### src/rtl/mem_copy_pkg.sv
// Shared definitions for the memory copy engine: FSM states, word stride and alignment helpers.
package mem_copy_pkg;

  typedef enum logic [1:0] {
    ST_IDLE   = 2'd0,
    ST_READ   = 2'd1,
    ST_WRITE  = 2'd2,
    ST_FINISH = 2'd3
  } state_t;

  localparam int unsigned WORD_BYTES = 4;
  localparam logic [1:0]  ALIGN_MASK = 2'b11;

  function automatic logic is_aligned(input logic [1:0] addr_lsb);
    return ((addr_lsb & ALIGN_MASK) == 2'b00);
  endfunction

endpackage

### src/rtl/mem_copy_engine.sv
// Word-at-a-time DMA copy engine driving a combinational-read / posedge-write data memory.
// Optional fill mode (repeated constant write, no reads) is enabled with MEM_COPY_FILL_EN.
module mem_copy_engine
  import mem_copy_pkg::*;
#(
  parameter int ADDR_W = 32,
  parameter int DATA_W = 32,
  parameter int LEN_W  = 8
) (
  input  logic              clock,
  input  logic              reset,
  input  logic              start,
  input  logic              abort,
  input  logic [ADDR_W-1:0] src_addr,
  input  logic [ADDR_W-1:0] dst_addr,
  input  logic [LEN_W-1:0]  word_count,
`ifdef MEM_COPY_FILL_EN
  input  logic              fill,
  input  logic [DATA_W-1:0] fill_value,
`endif
  output logic              busy,
  output logic              done,
  output logic              err,
  output logic [LEN_W-1:0]  words_done,
  output logic [ADDR_W-1:0] mem_address,
  output logic              mem_MemRead,
  output logic              mem_MemWrite,
  output logic [DATA_W-1:0] mem_WriteData,
  input  logic [DATA_W-1:0] mem_ReadData
);

  state_t              state_r;
  logic [ADDR_W-1:0]   src_ptr_r;
  logic [ADDR_W-1:0]   dst_ptr_r;
  logic [LEN_W-1:0]    remaining_r;
  logic [LEN_W-1:0]    words_done_r;
  logic                fill_r;
  logic [DATA_W-1:0]   fill_value_r;
  logic                busy_r;
  logic                done_r;
  logic                err_r;
  logic [ADDR_W-1:0]   mem_address_r;
  logic                mem_read_r;
  logic                mem_write_r;
  logic [DATA_W-1:0]   mem_wdata_r;

  logic                fill_req_s;
  logic [DATA_W-1:0]   fill_value_s;
  logic                misaligned_s;
  logic                last_word_s;
  logic [ADDR_W-1:0]   next_src_s;
  logic [ADDR_W-1:0]   next_dst_s;

`ifdef MEM_COPY_FILL_EN
  assign fill_req_s   = fill;
  assign fill_value_s = fill_value;
`else
  assign fill_req_s   = 1'b0;
  assign fill_value_s = {DATA_W{1'b0}};
`endif

  // Fill transfers never read, so only the destination must be word aligned.
  always_comb begin
    misaligned_s = 1'b0;
    if (!is_aligned(dst_addr[1:0])) begin
      misaligned_s = 1'b1;
    end else if (!fill_req_s && !is_aligned(src_addr[1:0])) begin
      misaligned_s = 1'b1;
    end else begin
      misaligned_s = 1'b0;
    end
  end

  assign last_word_s = (remaining_r == LEN_W'(1));
  assign next_src_s  = src_ptr_r + ADDR_W'(WORD_BYTES);
  assign next_dst_s  = dst_ptr_r + ADDR_W'(WORD_BYTES);

  // Transfer FSM; memory-side outputs are registered alongside the state they belong to.
  always_ff @(posedge clock or posedge reset) begin
    if (reset) begin
      state_r       <= ST_IDLE;
      src_ptr_r     <= {ADDR_W{1'b0}};
      dst_ptr_r     <= {ADDR_W{1'b0}};
      remaining_r   <= {LEN_W{1'b0}};
      words_done_r  <= {LEN_W{1'b0}};
      fill_r        <= 1'b0;
      fill_value_r  <= {DATA_W{1'b0}};
      busy_r        <= 1'b0;
      done_r        <= 1'b0;
      err_r         <= 1'b0;
      mem_address_r <= {ADDR_W{1'b0}};
      mem_read_r    <= 1'b0;
      mem_write_r   <= 1'b0;
      mem_wdata_r   <= {DATA_W{1'b0}};
    end else begin
      done_r <= 1'b0;
      case (state_r)
        ST_IDLE: begin
          if (start) begin
            src_ptr_r    <= src_addr;
            dst_ptr_r    <= dst_addr;
            remaining_r  <= word_count;
            words_done_r <= {LEN_W{1'b0}};
            fill_r       <= fill_req_s;
            fill_value_r <= fill_value_s;
            err_r        <= 1'b0;
            if (misaligned_s) begin
              err_r   <= 1'b1;
              done_r  <= 1'b1;
              state_r <= ST_FINISH;
            end else if (word_count == {LEN_W{1'b0}}) begin
              done_r  <= 1'b1;
              state_r <= ST_FINISH;
            end else if (fill_req_s) begin
              busy_r        <= 1'b1;
              mem_address_r <= dst_addr;
              mem_write_r   <= 1'b1;
              mem_wdata_r   <= fill_value_s;
              state_r       <= ST_WRITE;
            end else begin
              busy_r        <= 1'b1;
              mem_address_r <= src_addr;
              mem_read_r    <= 1'b1;
              state_r       <= ST_READ;
            end
          end else begin
            state_r <= ST_IDLE;
          end
        end

        ST_READ: begin
          mem_read_r <= 1'b0;
          if (abort) begin
            busy_r  <= 1'b0;
            done_r  <= 1'b1;
            state_r <= ST_FINISH;
          end else begin
            mem_wdata_r   <= mem_ReadData;
            mem_address_r <= dst_ptr_r;
            mem_write_r   <= 1'b1;
            state_r       <= ST_WRITE;
          end
        end

        // The write strobed this cycle always lands, even when abort is raised.
        ST_WRITE: begin
          src_ptr_r    <= next_src_s;
          dst_ptr_r    <= next_dst_s;
          remaining_r  <= remaining_r - LEN_W'(1);
          words_done_r <= words_done_r + LEN_W'(1);
          if (abort || last_word_s) begin
            busy_r      <= 1'b0;
            mem_write_r <= 1'b0;
            done_r      <= 1'b1;
            state_r     <= ST_FINISH;
          end else if (fill_r) begin
            mem_address_r <= next_dst_s;
            mem_write_r   <= 1'b1;
            mem_wdata_r   <= fill_value_r;
            state_r       <= ST_WRITE;
          end else begin
            mem_address_r <= next_src_s;
            mem_write_r   <= 1'b0;
            mem_read_r    <= 1'b1;
            state_r       <= ST_READ;
          end
        end

        ST_FINISH: begin
          state_r <= ST_IDLE;
        end

        default: begin
          busy_r      <= 1'b0;
          mem_read_r  <= 1'b0;
          mem_write_r <= 1'b0;
          state_r     <= ST_IDLE;
        end
      endcase
    end
  end

  assign busy          = busy_r;
  assign done          = done_r;
  assign err           = err_r;
  assign words_done    = words_done_r;
  assign mem_address   = mem_address_r;
  assign mem_MemRead   = mem_read_r;
  assign mem_MemWrite  = mem_write_r;
  assign mem_WriteData = mem_wdata_r;

endmodule

### config.mk
export PLATFORM = sky130hd
export DESIGN_NAME = mem_copy_engine
export DESIGN_NICKNAME = d
export VERILOG_FILES = /design/src/rtl/mem_copy_pkg.sv /design/src/rtl/mem_copy_engine.sv
export SDC_FILE = /design/constraint.sdc
export NUM_CORES = 1
export LEC_CHECK = 0
export BUFFER_PORTS_ARGS = -buffer_cell sky130_fd_sc_hd__buf_2
export CAP_MARGIN = 20
export CORE_UTILIZATION = 25
export DETAILED_ROUTE_END_ITERATION = 12
export PLACE_DENSITY = 0.5
export RECOVER_POWER = 25
export SYNTH_ARGS = -nofsm -noshare
export SYNTH_HDL_FRONTEND = slang
export SYNTH_SLANG_ARGS = --single-unit
### constraint.sdc
create_clock -name clock -period 4.8 [get_ports clock]
set_input_delay 0.96 -clock clock [delete_from_list [all_inputs] [get_ports clock]]
set_output_delay 0.96 -clock clock [all_outputs]
set_load 0.02 [all_outputs]
# Word-level counts from Yosys, hierarchy flattened
# Index checks and enable logic that the tools add are counted.
dict set report word_totals {
  register_bits 151
  input_bits 108
  out_inout_bits 77
  elab_cells 84
}
dict set report classes {
  add_sub_neg 4
  n_eq_ne 11
  n_mux 41
  bitwise_logic 1
  reduce_logical 15
}
# operator n
set op_table {}
lappend op_table {{2-to-1 mux 32 bit} 9}
lappend op_table {{case mux 32 bit (2 select lines)} 2}
lappend op_table {{case mux 32 bit (3 select lines)} 1}
lappend op_table {{adder 32 x 3 -> 32 bit, second input constant} 2}
lappend op_table {{case mux 8 bit (2 select lines)} 2}
lappend op_table {{2-to-1 mux 1 bit} 16}
lappend op_table {{2-to-1 mux 8 bit} 2}
lappend op_table {{inequality test 2 bit, second input constant} 7}
lappend op_table {{AND reduction 6 bit} 2}
lappend op_table {{case mux 1 bit (3 select lines)} 3}
lappend op_table {{adder 8 x 1 -> 8 bit, second input constant} 1}
lappend op_table {{== test 8 x 1 -> 1 bit, second input constant} 1}
lappend op_table {{logical NOT 8 bit} 1}
lappend op_table {{2-to-1 mux 2 bit} 4}
lappend op_table {{case mux 2 bit (4 select lines)} 1}
lappend op_table {{subtractor 8 x 1 -> 8 bit, second input constant} 1}
lappend op_table {{logical NOT 2 bit} 3}
lappend op_table {{AND reduction 2 bit} 3}
lappend op_table {{AND reduction 5 bit} 1}
lappend op_table {{== test 2 bit, second input constant} 2}
lappend op_table {{AND reduction 4 bit} 1}
lappend op_table {{nonzero test 2 bit} 2}
lappend op_table {{nonzero test 3 bit} 1}
lappend op_table {{== test 2 x 1 -> 1 bit, second input constant} 1}
lappend op_table {{other kinds (3)} 3}

# Logic depth before layout (Yosys ltp)
# Gate-level depths: netlist of run 1.
dict set report depth {
  depth_word 6
  depth_mapped 10
}

# Least setup slack after synthesis of run 1
# Ideal clock, no wire load.
dict set report synth_timing {
  kind {in2reg}
  from {in src_addr[1]}
  to {reg mem_address_r[25], in the netlist mem_address[25]}
  setup_time_ns 0.134
  arrival_time_ns 2.460
  t_required_ns 4.666
  slack_ns 2.207
  stages 8
  path_buffers 2
  cell_sequence {or4_1 > a211o_1 > nand2_1 > o2111ai_1 > buf_2 > buf_1 > nand2_1 > o31ai_2}
}
dict set report synth_via {
  elab_chain_cells 5
}
# element line
set synth_lines {}
lappend synth_lines {{from (decl)} mem_copy_engine.sv:14} ;# input logic [ADDR_W-1:0] src_addr,
lappend synth_lines {{logical NOT 2 bit} mem_copy_pkg.sv:15} ;# return ((addr_lsb & ALIGN_MASK) == 2'b00);
lappend synth_lines {{2-to-1 mux 1 bit} mem_copy_engine.sv:67} ;# end else if (!fill_req_s && !is_aligned(src_addr[1:0])) begin
lappend synth_lines {{2-to-1 mux 1 bit} mem_copy_engine.sv:65} ;# if (!is_aligned(dst_addr[1:0])) begin
lappend synth_lines {{inequality test 2 bit (no line)} --}
lappend synth_lines {{AND reduction 6 bit (no line)} --}
lappend synth_lines {{to (signal assigned)} mem_copy_engine.sv:91} ;# mem_address_r <= {ADDR_W{1'b0}};
lappend synth_lines {{to (signal assigned)} mem_copy_engine.sv:116} ;# mem_address_r <= dst_addr;
lappend synth_lines {{to (signal assigned)} mem_copy_engine.sv:122} ;# mem_address_r <= src_addr;
lappend synth_lines {{to (decl)} mem_copy_engine.sv:42} ;# logic [ADDR_W-1:0] mem_address_r;
# Every way passes these cells.
# A chain may end at the register's enable or synchronous reset.

# Worst setup path in the final report of run 1
dict set report layout_timing {
  from {reg state_r[0]}
  to {reg words_done_r[6], in the netlist words_done[6]}
}
dict set report layout_via {
  elab_chain_cells 3
}
# element line
set layout_lines {}
lappend layout_lines {{from (decl)} mem_copy_engine.sv:32} ;# state_t state_r;
lappend layout_lines {{from (signal assigned)} mem_copy_engine.sv:81} ;# state_r <= ST_IDLE;
lappend layout_lines {{from (signal assigned)} mem_copy_engine.sv:110} ;# state_r <= ST_FINISH;
lappend layout_lines {{from (signal assigned)} mem_copy_engine.sv:113} ;# state_r <= ST_FINISH;
lappend layout_lines {{== test 2 bit or logical NOT 2 bit (tied branches)} mem_copy_engine.sv:97} ;# case (state_r)
lappend layout_lines {{nonzero test 2 bit (no line) or inequality test 2 bit (tied branches)} --}
lappend layout_lines {{AND reduction 2 bit (no line)} --}
lappend layout_lines {{to (signal assigned)} mem_copy_engine.sv:85} ;# words_done_r <= {LEN_W{1'b0}};
lappend layout_lines {{to (signal assigned)} mem_copy_engine.sv:103} ;# words_done_r <= {LEN_W{1'b0}};
lappend layout_lines {{to (signal assigned)} mem_copy_engine.sv:150} ;# words_done_r <= words_done_r + LEN_W'(1);
lappend layout_lines {{to (decl)} mem_copy_engine.sv:36} ;# logic [LEN_W-1:0] words_done_r;
# Parallel ways exist; a longest one is shown, timed or not.

==> results.cfg, run 1 <==
[power_and_ir_drop]
seq_power_share_pct = 31.0
power.density_nw_per_um2 = 786.4
irDropWorstVdd_uv = 334.5
power_switching_mw = 3.891
p_comb_share_pct = 50.8
internal-power_mw = 4.401
clockPowerShare_pct = 18.2
power_mw = 8.292
p_sw_share_pct = 46.92
power.leakage_nw = 4.487

[logic_synthesis]
synth_seq_area_share_pct = 43.88
synthArstFlopShare_pct = 100.0
synth_area_um2 = 8611
ys_types = 55
ys.flop_type = dfrtp_1
yosysWarningCount = 0
synth-edff-count = 0
synth_seq_cells = 151
synth_fp_nets = 1073
postSynthAreaPerCell_um2 = 9.017
syn_inst = 955

[clock_tree]
insertion_delay_ns = 0.43
cts_resized = 0
h-tree-depth = 4
cts_max_path_buffers = 2
hold_buffers = 0
cts_buffers = 17
cts_tree = done
cts_setup_buffers = 0
clockRootBuffer = clkbuf_16
clkTransAtPathRegs_ns = 0.07
numClockSinks = 151

[floorplanning]
die_area_um2 = 35190
rows = 67
die_h_um = 187.6
initial_core_util_pct = 25.55
die_x_um = 187.6
core_um2 = 33700
io_pins = 185

[finish]
drive_gt1_share_pct = 26.34
area_delta_synth_final_pct = 22.46
final_common_cell = buf_2
mostFrequentLayoutCells = buf_2 (184), dfrtp_1 (151), nand2_1 (103)
nNetsFinal = 1204

[critical_path]
worstPathMaxFanout = 58
critPathCaptureType = flip-flop
arrival_ns = 3.33
worst_ep_required_time_ns = 5.08
startpoint_type = flip-flop
crit_type = flip-flop to flip-flop
r2r_cells = 8

[sta]
fin_setup_tns_ns = 0
maxSlewViolCount = 33
period_minus_slack_ns = 3.047
fmax_mhz = 328.2
worst_pin_slew_ns = 1.698
hold_viol = 0
grt_setup_unrepaired = false
setup_viol = 0
max-slew-margin-rel_pct = -13.21
period_share_pct = 63.47
fin_skew_ns = 0.01034

[route]
via_count = 7810
final_antenna_net_count = 0
drc = 0
wl_per_cell_um = 18.39
wirelength_mm = 28.44
initialDrtViolationCount = 568
drtPass1Iterations = 5
detail_route.vias_per_cell = 5.052

[place]
hpwl_mm = 19.76
place_congestion = 0.7900
numPortBuffers = 184

[global_route]
grt_overflow = 0
grt_max_degree = 120
grt_pass1_vias = 7572
grt_pass1_wl_mm = 44.81
antenna_found_initial = 1
gr-usage-all-layers_pct = 16.38

[min_path]
hold_class = flip-flop to flip-flop
whs_path_depth = 2

[run]
maxCapViolations = 1

[run_status]
violations = max-capacitance violations, max-slew violations
outcome = finished, violations left
registers in the layout, summed over array words and instances, names as in the netlist:
register / count
err: 1
busy: 1
dst_ptr_r: 32
remaining_r: 8
words_done: 8
mem_address: 32
state_r: 2
mem_MemRead: 1
done: 1
src_ptr_r: 32
mem_MemWrite: 1
mem_WriteData: 32
area by class of cell:
cell class,count,area [um2]
Sequential cell,151,3779
Multi-Input combinational cell,702,4447
Clock inverter,11,197.7
Antenna cell,1,2.502
Tap cell,448,560.5
Fill cell,3635,23150
Clock buffer,19,442.9
Timing Repair Buffer,198,1055
Inverter,16,61.31
final timing paths:
path / end / from / slack [ns]
setup / recovery: words_done[6]$_DFFE_PP0P_ / state_r[0]$_DFF_PP0_ / 1.75
hold / removal: mem_address[15]$_DFFE_PP0P_ / mem_address[15]$_DFFE_PP0P_ / 0.47
setup reg to reg: words_done[6]$_DFFE_PP0P_ / state_r[0]$_DFF_PP0_ / 1.75
hold reg to reg: mem_address[15]$_DFFE_PP0P_ / mem_address[15]$_DFFE_PP0P_ / 0.47
max in group asynchronous: mem_WriteData[18]$_DFFE_PP0P_ / reset / 2.60
min in group asynchronous: words_done[2]$_DFFE_PP0P_ / reset / 0.75
power groups by stage:
stage	clock network, mW	registers [mW]	logic, mW
final	1.51	2.57	4.22
after global routing	1.60	2.67	4.68
after CTS	1.55	2.57	4.25
after detailed placement	0	2.59	4.23
after global placement	0	2.57	4.15
after floorplan	0	2.65	2.88
cells by family (layout without fill, tap and decap cells):
group	count (synthesis)	count (layout)	synth area share, %
AO/OA/AOI/OAI	303	303	22.29
other	0	1	0
adder cells (fa/ha/maj)	10	10	1.453
XOR/XNOR	33	33	3.357
flip-flops	151	151	43.88
buffers and inverters	102	244	5.158
AND/OR/NAND/NOR	308	308	17.79
multiplexers	48	48	6.074
layer usage:
layer	share of wire (%)	GRT usage (%)
met5	0	0
met4	1.9	4.941
met3	5.2	3.556
met2	47	26.00
met1	46	22.19
through the flow:
stage	instance area (um2)	util, %	cells	setup slack, ns	hold slack [ns]
5_1_grt	10540	31.28	1545	1.580	0.4993
3_3_place_gp	9873	29.30	1513	1.788	0.4582
4_1_cts	10530	31.24	1544	1.738	0.4758
3_5_place_dp	9888	29.34	1514	1.756	0.4616
6_report	10550	31.29	1546	1.753	0.4727
2_1_floorplan	8615	-	955	1.937	0.4498
worst max-delay path, cell delays in order (launching register included):
cell and delay (ns):
dfrtp_1 0.40, inv_1 0.15, ha_4 0.38, clkinv_1 0.62, o21ai_4 0.33, buf_4 0.57
nand4_1 0.20, xor2_1 0.17, nor2_1 0.05
synth_stat cells (all sizes together) (14+ instances only):
library cell  number  share of area, %
dfrtp            151                44
nand2            103               4.5
a21oi             98               5.7
nor2              66               2.9
nand3             57               3.4
o21ai             56               3.3
clkbuf            51               2.2
o22ai             49               3.6
buf               35               2.2
mux2              34               4.4
o31ai             29               2.8
a221oi            28               2.8
nand4             22               1.9
o22a              21               2.1
xor2              20               2.0
and3              19               1.4
inv               15              0.65
mux2i             14               1.6
No activity file was read; power rests on OpenSTA's default activity.
==> run 2, diff against run 1 <==
--- a/config.mk
+++ b/config.mk
@@ -9,7 +9,7 @@
 export CAP_MARGIN = 20
 export CORE_UTILIZATION = 25
 export DETAILED_ROUTE_END_ITERATION = 12
-export PLACE_DENSITY = 0.5
+export PLACE_DENSITY = 0.49
 export RECOVER_POWER = 25
 export SYNTH_ARGS = -nofsm -noshare
 export SYNTH_HDL_FRONTEND = slang
==> constraint.sdc (replaced) <==
create_clock -name clock -period 3.1 [get_ports clock]
set_input_delay 0.62 -clock clock [delete_from_list [all_inputs] [get_ports clock]]
set_output_delay 0.62 -clock clock [all_outputs]
set_load 0.02 [all_outputs]
==> run 2 against run 1 <==
  * The flow still finishes with violations (max-capacitance violations, max-slew violations)
  * Die area unchanged
  * Clock power increased by 43%
  * Routed wire length increased by 0.33%
  * Non-clock buffer count increased by 7
  * Critical path depth decreased by 1
==> results.cfg, run 2 (same netlist as run 1, synthesis figures left out) <==
[sta]
max-slew-margin-rel_pct = -24.55
period_minus_slack_ns = 2.584
setup_viol = 0
maxSlewViolCount = 66
fmax_mhz = 387.0
fin_setup_tns_ns = 0
whs_ns = 0.1427
grt_setup_unrepaired = false
period_share_pct = 83.35
worst_pin_slew_ns = 1.868
hold_viol = 0
fin_skew_ns = 0.01271

[run]
maxCapViolations = 2

[route]
initialDrtViolationCount = 545
wl_per_cell_um = 18.35
detail_route.vias_per_cell = 5.022
wirelength_mm = 28.53
drtPass1Iterations = 6
final_antenna_net_count = 0
via_count = 7809
drc = 0

[critical_path]
arrival_ns = 2.89
slowest_stage = or4_4
critPathCaptureType = flip-flop
worst_ep_required_time_ns = 3.40
crit_type = flip-flop to flip-flop
worstPathMaxFanout = 5
critPathTopFamily = simple AND/OR/NAND/NOR gates
worst-path-buf-inv = 0
crit_chain = ha_1 > nand3_2 > or4_4 > nor4_2 > xor2_1 > a221oi_1 > o31ai_2
startpoint_type = flip-flop
slowest_delay_ns = 0.56

[power_and_ir_drop]
p_sw_share_pct = 47.47
power.density_nw_per_um2 = 1206
clockPowerShare_pct = 17.0
p_comb_share_pct = 51.8
power.leakage_nw = 4.504
power_switching_mw = 6.043
irDropWorstVdd_uv = 744.8
seq_power_share_pct = 31.2
power_mw = 12.73
internal-power_mw = 6.688

[clock_tree]
clkTransAtPathRegs_ns = 0.06
cts_max_path_buffers = 2
insertion_delay_ns = 0.43
h-tree-depth = 4
cts_tree = done
cts_setup_buffers = 0
cts_buffers = 17
cts_resized = 0
numClockSinks = 151
clockRootBuffer = clkbuf_16
hold_buffers = 0

[place]
place_congestion = 0.8202
dpl.cell_count = 1521
hpwl_mm = 20.03
numPortBuffers = 184

[finish]
final_common_cell = buf_2
postLayoutCoreUtil_pct = 31.32
area_delta_synth_final_pct = 22.57
mostFrequentLayoutCells = buf_2 (183), dfrtp_1 (151), nand2_1 (103)
drive_gt1_share_pct = 26.70
fin_cells = 1555
nNetsFinal = 1211
fillers = 3605

[floorplanning]
die_area_um2 = 35190
core_um2 = 33700
die_h_um = 187.6
rows = 67
die_x_um = 187.6
io_pins = 185
initial_core_util_pct = 25.55

[min_path]
hold_class = input port to asynchronous set/reset pin

[global_route]
grt_max_degree = 87
gr-usage-all-layers_pct = 16.13
grt_pass1_vias = 7472
grt_overflow = 0
antenna_found_initial = 2
grt_pass1_wl_mm = 44.19

[run_status]
violations = max-capacitance violations, max-slew violations
outcome = finished, violations left
[run 2: cell count changes in the layout (fill, tap and decap cells not counted), moves of 2 or more]
| cell | before | now |
|---|---|---|
| clkinv_2 | 0 | 3 |
| clkbuf_1 | 2 | 4 |
| inv_6 | 2 | 0 |
| bufinv_16 | 5 | 3 |
| buf_4 | 10 | 15 |
| clkinv_4 | 0 | 3 |
[run 2: area by class of cell]
type                            count  area [um2]  share of cell area, %
Clock inverter                     12       153.9                  1.458
Multi-Input combinational cell    702        4447                  42.13
Timing Repair Buffer              205        1105                  10.47
Tap cell                          448       560.5                  5.311
Inverter                           16       61.31                 0.5809
Antenna cell                        2       5.005                0.04742
Clock buffer                       19       442.9                  4.197
Sequential cell                   151        3779                  35.80
[run 2: path summary, 6_finish.rpt]
path	endpoint	depth (start not counted)	slack [ns]	startpoint
setup / recovery	mem_address[30]$_DFFE_PP0P_	7	0.52	src_ptr_r[2]$_DFFE_PP0P_
hold / removal	dst_ptr_r[4]$_DFFE_PP0P_	2	0.14	reset
setup reg to reg	mem_address[30]$_DFFE_PP0P_	7	0.52	src_ptr_r[2]$_DFFE_PP0P_
hold reg to reg	mem_address[14]$_DFFE_PP0P_	2	0.47	mem_address[14]$_DFFE_PP0P_
max in group asynchronous	remaining_r[4]$_DFFE_PP0P_	3	0.90	reset
min in group clock	mem_WriteData[25]$_DFFE_PP0P_	2	0.42	mem_ReadData[25]
[run 2: metrics by stage]
stage          setup WS, ns  instance area, um2
3_5_place_dp         0.4506                9958
6_report             0.5163               10550
3_3_place_gp         0.4744                9958
2_1_floorplan        0.5770                8615
5_1_grt              0.3464               10550
4_1_cts              0.5393               10560
[run 2: layer usage]
metal  global-route usage, %  vias to the layer above  part of all wire, %
met2                   25.95                      207                   48
li1                        -                     3807                    -
met3                   3.631                       18                  5.1
met5                       0                        -                    0
met4                   4.503                        0                  1.5
met1                   21.60                     3777                   46
[run 2: power by group through the flow]
stage                     clock network (mW)  registers, mW  logic, mW
after floorplan                            0           4.11       4.46
after global placement                     0           3.99       6.51
after detailed placement                   0           4.01       6.60
after CTS                               2.23           3.98       6.62
after global routing                    2.30           4.13       7.26
final                                   2.16           3.98       6.59
==> run 3, diff against run 2 <==
==> constraint.sdc (replaced) <==
create_clock -name clock -period 2.7 [get_ports clock]
set_input_delay 0.54 -clock clock [delete_from_list [all_inputs] [get_ports clock]]
set_output_delay 0.54 -clock clock [all_outputs]
set_load 0.02 [all_outputs]
==> run 3 against run 2 <==
  * The run still ends with max-capacitance violations, max-slew violations left
  * Clock-buffer cell count unchanged
  * Combinational power increased by 19%
  * Clock skew increased by 0.0011 ns
  * Sequential power increased by 14%
  * Via count increased by 1.4%
  * Power increased by 17%
  * Highest routed layer unchanged
==> results.cfg, run 3 (same netlist as run 1, synthesis figures left out) <==
[finish]
area_delta_synth_final_pct = 24.73
final_common_cell = buf_2
nNetsFinal = 1230
drive_gt1_share_pct = 27.82
postLayoutCoreUtil_pct = 31.87
mostFrequentLayoutCells = buf_2 (183), dfrtp_1 (151), nand2_1 (103)
fin_cells = 1575

[global_route]
antenna_found_initial = 2
grt_max_degree = 145
grt_overflow = 0
gr-usage-all-layers_pct = 16.65
grt_pass1_wl_mm = 45.31
grt_pass1_vias = 7429

[power_and_ir_drop]
power.leakage_nw = 4.611
power_mw = 14.94
irDropWorstVdd_uv = 615.8
internal-power_mw = 7.891
seq_power_share_pct = 30.3
power_switching_mw = 7.053
clockPowerShare_pct = 17.1
p_sw_share_pct = 47.20
power.density_nw_per_um2 = 1391
p_comb_share_pct = 52.6

[critical_path]
critPathTopFamily = simple AND/OR/NAND/NOR gates
r2r_cells = 7
arrival_ns = 2.76
worstPathMaxFanout = 5
critPathCaptureType = flip-flop
worst-path-buf-inv = 0
slowest_stage = or4_4
worst_ep_required_time_ns = 3.01
startpoint_type = flip-flop
crit_chain = ha_1 > nand3_2 > or4_4 > nor4_4 > xor2_1 > a221oi_1 > o31ai_2
rr_startpoint = src_ptr_r[2]$_DFFE_PP0P_
rrSetupSlack_ns = 0.26
slowest_delay_ns = 0.56
r2r-end = mem_address[26]$_DFFE_PP0P_
crit_type = flip-flop to flip-flop

[route]
wirelength_mm = 29.12
final_antenna_net_count = 0
wl_per_cell_um = 18.49
initialDrtViolationCount = 549
via_count = 7922
detail_route.vias_per_cell = 5.030
drc = 0
drtPass1Iterations = 5

[sta]
hold_viol = 0
max-slew-margin-rel_pct = -7.626
fmax_mhz = 409.7
worst_pin_slew_ns = 1.614
grt_setup_unrepaired = false
fin_skew_ns = 0.01385
setup_viol = 0
fin_setup_tns_ns = 0
period_minus_slack_ns = 2.441
maxSlewViolCount = 55
worst_slack_ns = 0.2593
period_share_pct = 90.40

[floorplanning]
die_area_um2 = 35190
initial_core_util_pct = 25.55
rows = 67
io_pins = 185
die_x_um = 187.6
core_um2 = 33700
die_h_um = 187.6

[clock_tree]
cts_max_path_buffers = 2
clkTransAtPathRegs_ns = 0.07
hold_buffers = 0
cts_resized = 0
numClockSinks = 151
h-tree-depth = 4
cts_setup_buffers = 0
insertion_delay_ns = 0.44
cts_buffers = 17
cts_tree = done
clockRootBuffer = clkbuf_16

[run_status]
outcome = finished, violations left
violations = max-capacitance violations, max-slew violations

[place]
numPortBuffers = 184
dpl.cell_count = 1540
place_ws_ns = 0.2362
hpwl_mm = 20.73
place_congestion = 0.8211

[run]
maxCapViolations = 2

[min_path]
hold_class = input port to asynchronous set/reset pin
[run 3: area by class of cell]
cell class | instances | area, um2
timing repair buffer | 224 | 1276
inverter | 16 | 61.31
multi-input combinational | 702 | 4447
clock inverter | 13 | 168.9
antenna | 2 | 5.005
tap | 448 | 560.5
clock buffer | 19 | 442.9
sequential | 151 | 3779
fill | 3607 | 22960
[run 3: worst reg2reg max path, cell delays in order (launching register included)]
cell,delay (ns)
dfrtp_1,0.40
ha_1,0.28
nand3_2,0.15
or4_4,0.56
nor4_4,0.41
xor2_1,0.11
a221oi_1,0.30
o31ai_2,0.10
[run 3: worst max-delay path by stage]
stage | start | end | slack [ns] | depth (start not counted)
after floorplan | reset | busy$_DFFE_PP0P_ | 0.26 | 1
after global placement | src_addr[1] | mem_address[12]$_DFFE_PP0P_ | 0.26 | 8
after detailed placement | src_addr[1] | mem_address[12]$_DFFE_PP0P_ | 0.24 | 8
after CTS | src_ptr_r[2]$_DFFE_PP0P_ | mem_address[26]$_DFFE_PP0P_ | 0.25 | 7
after global routing | reset | mem_WriteData[7]$_DFFE_PP0P_ | 0.05 | 3
final | src_ptr_r[2]$_DFFE_PP0P_ | mem_address[26]$_DFFE_PP0P_ | 0.26 | 7
[run 3: metrics by stage]
stage | instance area, um2 | hold WS (ns)
after floorplan | 8615 | 0.4498
after global placement | 10160 | 0.4574
after detailed placement | 10160 | 0.4648
after CTS | 10780 | 0.1856
after global routing | 10740 | 0.3124
final | 10740 | 0.2603
[run 3: metal layers]
| metal | vias to the layer above | global-route usage, % | share of wire, % |
|---|---|---|---|
| li1 | 3840 | - | - |
| met1 | 3877 | 22.42 | 46 |
| met2 | 185 | 26.37 | 47 |
| met3 | 20 | 3.612 | 4.9 |
| met4 | 0 | 5.441 | 2.1 |
| met5 | - | 0 | 0 |
[run 3: power by group through the flow]
stage	logic (mW)	clock network (mW)	registers [mW]
2_1_floorplan	5.12	0	4.72
3_3_place_gp	7.82	0	4.55
3_5_place_dp	7.91	0	4.56
4_1_cts	7.94	2.63	4.53
5_1_grt	8.70	2.71	4.69
6_report	7.86	2.56	4.53
